<file path="src/rtl/cascade_counter_pkg.sv">
// Shared constants and helpers for the cascaded digit counter.
package cascade_counter_pkg;

  localparam logic DIR_DOWN = 1'b0;
  localparam logic DIR_UP   = 1'b1;

  localparam int unsigned DEFAULT_DIGIT_W = 4;
  localparam int unsigned MAX_BUS_W       = 64;
  localparam int unsigned MAX_DIGIT_W     = 16;

  // Extract digit idx of width w from a packed bus, zero-extended to MAX_DIGIT_W.
  function automatic logic [MAX_DIGIT_W-1:0] digit_slice(input logic [MAX_BUS_W-1:0] bus,
                                                         input int unsigned        idx,
                                                         input int unsigned        w);
    logic [MAX_BUS_W-1:0] mask;
    mask = (MAX_BUS_W'(1) << w) - MAX_BUS_W'(1);
    return MAX_DIGIT_W'((bus >> (idx * w)) & mask);
  endfunction

endpackage

</file>
<file path="src/rtl/cascade_counter_digit.sv">
// Single digit of the cascade: wraps between 0 and its limit when stepped.
module counter_digit
  import cascade_counter_pkg::*;
#(
  parameter int unsigned DIGIT_W = DEFAULT_DIGIT_W
) (
  input  logic               clk,
  input  logic               rst,
  input  logic               step,
  input  logic               dir,
  input  logic               load,
  input  logic [DIGIT_W-1:0] load_digit,
  input  logic [DIGIT_W-1:0] init_digit,
  input  logic [DIGIT_W-1:0] limit_digit,
  output logic [DIGIT_W-1:0] digit,
  output logic               at_low,
  output logic               at_high
);

  assign at_low  = (digit == '0);
  // >= so an out-of-range digit rolls to 0 on the next up step
  assign at_high = (digit >= limit_digit);

  always_ff @(posedge clk) begin
    if (rst) begin
      digit <= init_digit;
    end else if (load) begin
      digit <= load_digit;
    end else if (step) begin
      if (dir == DIR_UP) begin
        digit <= at_high ? '0 : digit + DIGIT_W'(1);
      end else begin
        digit <= at_low ? limit_digit : digit - DIGIT_W'(1);
      end
    end
  end

endmodule

</file>
<file path="src/rtl/cascade_counter.sv">
// Multi-digit up/down counter: chain of per-digit counters with combinational carry/borrow.
module cascade_counter
  import cascade_counter_pkg::*;
#(
  parameter int unsigned NUM_DIGITS = 4,
  parameter int unsigned DIGIT_W    = DEFAULT_DIGIT_W,
  parameter bit          WRAP_EN    = 1'b1
) (
  input  logic                          clk,
  input  logic                          rst,
  input  logic                          en,
  input  logic                          dir,
  input  logic                          load,
  input  logic [NUM_DIGITS*DIGIT_W-1:0] load_value,
  input  logic [NUM_DIGITS*DIGIT_W-1:0] init_value,
  input  logic [NUM_DIGITS*DIGIT_W-1:0] limit,
  output logic [NUM_DIGITS*DIGIT_W-1:0] value,
  output logic                          carry_out,
  output logic                          borrow_out,
  output logic                          at_zero,
  output logic                          at_max
);

  logic [NUM_DIGITS-1:0] at_low;
  logic [NUM_DIGITS-1:0] at_high;
  logic [NUM_DIGITS-1:0] at_lim;
  logic [NUM_DIGITS-1:0] step;
  logic                  strobe;
  logic                  hold;
  logic                  active;

  for (genvar i = 0; i < NUM_DIGITS; i++) begin : g_digit
    logic [DIGIT_W-1:0] digit_q;
    logic [DIGIT_W-1:0] lim_d;

    assign lim_d = DIGIT_W'(digit_slice(MAX_BUS_W'(limit), i, DIGIT_W));

    counter_digit #(
      .DIGIT_W(DIGIT_W)
    ) u_digit (
      .clk        (clk),
      .rst        (rst),
      .step       (step[i]),
      .dir        (dir),
      .load       (load),
      .load_digit (DIGIT_W'(digit_slice(MAX_BUS_W'(load_value), i, DIGIT_W))),
      .init_digit (DIGIT_W'(digit_slice(MAX_BUS_W'(init_value), i, DIGIT_W))),
      .limit_digit(lim_d),
      .digit      (digit_q),
      .at_low     (at_low[i]),
      .at_high    (at_high[i])
    );

    assign at_lim[i]                       = (digit_q == lim_d);
    assign value[i*DIGIT_W +: DIGIT_W]     = digit_q;
  end

  assign at_zero = &at_low;
  assign at_max  = &at_lim;

  // Saturating mode freezes the whole counter at the terminal value for the current direction.
  assign hold   = (WRAP_EN == 1'b0) && ((dir == DIR_UP) ? at_max : at_zero);
  assign strobe = en & ~load & ~rst;
  assign active = strobe & ~hold;

  assign carry_out  = strobe & (dir == DIR_UP)   & at_max  & WRAP_EN;
  assign borrow_out = strobe & (dir == DIR_DOWN) & at_zero & WRAP_EN;

  // Digit i steps when every lower digit sits at its boundary for the current direction.
  always_comb begin
    logic up_run;
    logic dn_run;
    step   = '0;
    up_run = 1'b1;
    dn_run = 1'b1;
    for (int unsigned i = 0; i < NUM_DIGITS; i++) begin
      step[i] = active & ((dir == DIR_UP) ? up_run : dn_run);
      up_run  = up_run & at_high[i];
      dn_run  = dn_run & at_low[i];
    end
  end

endmodule

</file>
<file path="config.mk">
export PLATFORM = sky130hd
export DESIGN_NAME = cascade_counter
export DESIGN_NICKNAME = d
export VERILOG_FILES = /design/src/rtl/cascade_counter_pkg.sv /design/src/rtl/cascade_counter_digit.sv /design/src/rtl/cascade_counter.sv
export SDC_FILE = /design/constraint.sdc
export NUM_CORES = 1
export LEC_CHECK = 0
export ABC_AREA = 1
export CAP_MARGIN = 20
export CORE_UTILIZATION = 42
export CTS_CLUSTER_SIZE = 25
export DETAILED_ROUTE_END_ITERATION = 8
export GPL_TIMING_DRIVEN = 0
export HOLD_SLACK_MARGIN = 0.12
export PLACE_DENSITY_LB_ADDON = 0.12
export SLEW_MARGIN = 20
export SYNTH_ARGS = -nofsm -noshare
export SYNTH_HDL_FRONTEND = slang
export SYNTH_SLANG_ARGS = --single-unit
</file>
<file path="constraint.sdc">
create_clock -name clk -period 2.2 [get_ports clk]
set_clock_uncertainty 0.2 [all_clocks]
set_input_delay 0.22 -clock clk [delete_from_list [all_inputs] [get_ports clk]]
set_output_delay 0.22 -clock clk [all_outputs]
set_load 0.005 [all_outputs]
</file>
* Yosys cells after proc, flatten, opt, wreduce, memory -nomap -nowiden
Cells that the tools add are included.
Storage, ports and cells: flip-flop bits (word level) 16, input bits 53, output and inout port bits 20
Cells by class: add/sub/neg operators 8, order comparisons 4, eq/ne operators 4, multiplexer cells 27, bitwise logic cells 16, reductions and logical operators 10
Operators by type and width (number):
- 4-bit two-way mux | 24
- 4-bit by 1-bit adder with 4-bit output, second input constant | 4
- 4-bit equality test | 4
- 4-bit >= comparator | 4
- 4-bit zero test | 4
- 4-bit by 1-bit subtractor with 4-bit output, second input constant | 4
- 1-bit AND | 13
- 3-bit nonzero test | 4
- 4-bit AND reduction | 2
- 1-bit two-way mux | 3
- 1-bit inverter | 3

* Longest topological paths before layout
depth in word-level cells 8, depth in mapped cells 12

* By module
Synthesis repeated with hierarchy kept, for this count alone.
Unflattened totals: cells, all modules 498, area, all modules 2746.4 µm²
By module, submodules not included:
- counter_digit (g_digit[1].u_digit ...) | instances 3, cells an instance 96, area each 573.0 µm²
- counter_digit (g_digit[0].u_digit) | instances 1, cells an instance 97, area each 563.0 µm²
- cascade_counter | instances 1, cells an instance 113, area each 464.2 µm²

* Least setup slack after synthesis
Ideal clock, no wire load.
kind register to register, start point reg g_digit[0].u_digit.digit[2], end point reg g_digit[1].u_digit.digit[0] (enable), library setup time 0.361 ns, arrival time 1.577 ns, slack 0.061 ns, cell stages (with the launch flop) 8, path buffers 0, clock period less this slack 2.139 ns, cell sequence edfxtp_1 ha_1 nand2_1 nor2_1 nor2_1 nand2_1 o21ai_2 o21ai_0
On the way: word-level cells in the longest chain between the ends 4
Ends and longest elaborated chain:
- start, declared | line cascade_counter_digit.sv:15 | output logic [DIGIT_W-1:0] digit,
- start signal, assigned | line cascade_counter_digit.sv:26 | digit <= init_digit;
- start signal, assigned | line cascade_counter_digit.sv:28 | digit <= load_digit;
- start signal, assigned | line cascade_counter_digit.sv:31 | digit <= at_high ? '0 : digit + DIGIT_W'(1);
- 4-bit >= comparator or 4-bit zero test (tied branches) | line cascade_counter_digit.sv:22, cascade_counter_digit.sv:20
- 1-bit two-way mux (*) | line cascade_counter.sv:77 | step[i] = active & ((dir == DIR_UP) ? up_run : dn_run);
- 1-bit AND (*) | line cascade_counter.sv:77
- 3-bit nonzero test (no source line) (*)
- end signal, assigned | line cascade_counter_digit.sv:26
- end signal, assigned | line cascade_counter_digit.sv:28
- end signal, assigned | line cascade_counter_digit.sv:31
- end, declared | line cascade_counter_digit.sv:15
Mark *: on every way between the ends. The rest lies on a longest branch, timed or not. A chain may end at the register's enable or synchronous reset.

* Final worst setup path
start point reg g_digit[3].u_digit.digit[3], end point out carry_out
On the way: word-level cells in the longest chain between the ends 3
Ends and longest elaborated chain:
- start, declared | line cascade_counter_digit.sv:15
- start signal, assigned | line cascade_counter_digit.sv:26
- start signal, assigned | line cascade_counter_digit.sv:28
- start signal, assigned | line cascade_counter_digit.sv:31
- 4-bit equality test | line cascade_counter.sv:54 | assign at_lim[i] = (digit_q == lim_d);
- 4-bit AND reduction | line cascade_counter.sv:59 | assign at_max = &at_lim;
- 1-bit AND | line cascade_counter.sv:66 | assign carry_out = strobe & (dir == DIR_UP) & at_max & WRAP_EN;
- end, declared | line cascade_counter.sv:18 | output logic carry_out,
Every way passes these cells.

==> impl_results.md <==
* Vias in the first global route at 2595
* Relative slew slack at 63.5%
* Core ar. at 4880 µm²
* Final #Nets at 541
* Gate power share at just under 60%
* Setup ws final at -0.102 ns
* Max IR drop VDD at 0.239 mV
* Drt first pass iters at 5
* Nature of the critical path endpoint: output pin
* Clock power share at 15.5%
* Crit Path Category: flip-flop to output pin
* Cts bufs inserted at 3
* Fin area at about 3500 µm²
* Mapped cell area at 2190 µm²
* MaxCap Viol Count at 0
* Total global-route track usage at between 20% and 30%
* Place WS at -0.536 ns
* Syn_nets at 429
* Antenna violations before repair at 0
* CP Launch Type: flip-flop
* Max-slew violations at 0
* Leak Pwr at 1.76 nW
* Ys Warns at 0
* Residual DRC at 0
* H-tree depth at 1
* Final Hold Fails at 0
* Worst-case clock buffer depth at 2
* Die height at 74.3 µm
* Die Wd at between 70 and 80 µm
* Biggest register: g_digit.u_digit.digit
* Largest net degree at the start of global routing at 11
* DP HPWL at ~5.1 mm
* Fin crit share at 105%
* Tightest Pin Transition at 0.547 ns
* Hold/Removal Path Class: input port to flip-flop
* TritonCTS clock tree: done
* Fraction of layout cells with a size suffix above 1 at 20.8%
* Cell Rows at 25
* Placed standard-cell area at 3000 µm²
* Layout fillers at just over 400
* Remaining antenna violation count at 0
* Outcome: complete, but fails checks
* Critical path fanouts, max at 4
* Clock transition at path regs at 0.07 ns
* Clk_lat worst skew at ~0.26 ns
* Hold Slack at 0.374 ns
* Sw frac at 39.6%
* Max frequency at 434 MHz
* Required time of the critical path at between 1.5 and 2 ns
* Via/cell ratio at 5.13
* First-pass GRT wire length at 11.7 mm
* DR WL/cell at ~14 µm
* Failing checks: negative setup slack
* Ant. Diodes at 0
* Crit path time final at 2.30 ns
* Syn Inst Count at 350
* Register bit total from synthesis at 16
* Vias at 2711
* Synth Area per Inst at around 6.3 µm²
* Internal power at 954 µW
* Hold_buf cts at 0
* Register area share after synthesis at 21.9%
* Storage element area at 480 µm²
* RSZ-0062 raised after global routing: yes
* Sequential fraction of design power at a little over a quarter
* Area of the multi-input gates at 1730 µm²
* Area Overhead vs Synth at 61.4%
* Setup violators final at 5
* DRT iter0 DRCs at 185
* Crit path DAT at 1.88 ns
* IO Count at 73
* CTS root buf: clkbuf_8
* Netlist cell types at 33
* NetSw at ~630 µW
* Flop-to-flop setup slack at -0.06 ns
* Die area at 5520 µm²
* DRT Wirelength at 7.61 mm
* Final core utilization at between 70% and 80%
* Gr ovfl total at 0
* Pwr per Cell Area at 446 nW/µm²
* Initial core utilization at 44.9%
* Port bufs at 72
* Largest registers: g_digit.u_digit.digit (16)
* Max reg flops at 16
* Sink Count at 16
* GPL Wtd Cong at about 0.83
cell type report:
cell class | instances | area share, %
flip-flops and latches | 16 | 13.6
multi-input cells | 279 | 48.7
inverters | 48 | 5.09
repair buffers | 107 | 27.8
plain buffers | 7 | 1.20
clock buffers | 3 | 1.17
clock inverters | 1 | 0.106
well taps | 67 | 2.37
cells in the mapped netlist (all sizes together):
cell,instances,area share [%]
nand2,107,18
nor2,59,11
inv,48,8.2
nand3,36,8.8
ha,26,15
edfxtp,16,22
o21ai,16,3.8
a21oi,8,1.8
nand4,7,2.0
buf,6,1.8
xor2,4,1.6
nor3,3,1.1
a22oi,2,0.68
nor4,2,0.86
o21bai,2,0.68
xnor2,2,0.80
a21o,1,0.34
a22o,1,0.40
a31oi,1,0.29
and2,1,0.29
clkbuf,1,0.17
or2,1,0.29
what timing repair did:
item	4_1_cts	5_1_grt
setup endpoints to repair	16	20
resized for setup	53	20
buffers inserted	25	11
pin swaps	10	11
per-layer routing:
| metal | global-route usage, % | share of wire, % | up-vias |
|---|---|---|---|
| li1 | - | - | 1351 |
| met3 | 3.25 | 5.5 | 24 |
| met2 | 52.6 | 51 | 121 |
| met4 | 10.1 | 2.8 | 0 |
| met1 | 32.0 | 41 | 1215 |
| met5 | 0 | 0 | - |
stage by stage:
step | instances | power, mW | TNS (ns)
2_1_floorplan | 350 | 0.838 | 0
3_3_place_gp | 489 | 1.10 | -4.76
3_5_place_dp | 489 | 1.11 | -5.14
4_1_cts | 518 | 1.49 | -0.179
5_1_grt | 528 | 1.68 | -1.22
6_report | 528 | 1.58 | -0.329
power groups by stage:
stage | clock [mW] | combinational (mW) | sequential [mW]
CTS | 0.244 | 0.834 | 0.414
global route | 0.252 | 1.01 | 0.421
floorplan | 0 | 0.394 | 0.444
detailed placement | 0 | 0.658 | 0.455
global placement | 0 | 0.641 | 0.455
finish | 0.246 | 0.917 | 0.418
logic make-up (layout without fill, tap and decap cells):
kind of cell             count (synthesis)  count (layout)  share of synthesized area (%)
AO/OA/AOI/OAI                           31              31                           8.04
XOR/XNOR                                 6               6                           2.40
flip-flops                              16              16                           21.9
adder cells (fa/ha/maj)                 26              26                           14.8
buffers and inverters                   55             166                           10.2
AND/OR/NAND/NOR                        216             216                           42.7
final timing paths:
kind | cells past startpoint | to | start
max | 6 | carry_out | g_digit[3].u_digit.digit[3]$_DFFE_PP_
min | 7 | g_digit[3].u_digit.digit[2]$_DFFE_PP_ | limit[14]
max reg2reg | 11 | g_digit[1].u_digit.digit[2]$_DFFE_PP_ | g_digit[0].u_digit.digit[1]$_DFFE_PP_
min reg2reg | 6 | g_digit[3].u_digit.digit[3]$_DFFE_PP_ | g_digit[3].u_digit.digit[0]$_DFFE_PP_
cells in the final DEF (no fill, tap or decap), types with 6 or more instances in the layout:
cell type	count
nand2_1	98
clkdlybuf4s50_1	62
nor2_1	52
inv_1	37
buf_4	35
nand3_1	33
ha_1	17
edfxtp_1	16
o21ai_0	13
inv_2	11
a21oi_1	8
ha_4	8
nand4_1	7
nand2_2	6
critical path, cell delays in order (launching register included):
cell and delay [ns]:
edfxtp_1 0.48, ha_4 0.31, nand4_1 0.19, nor4_4 0.28, buf_4 0.15, and2_4 0.14, buf_6 0.08
Note: power is estimated with default switching activity, not from simulation.
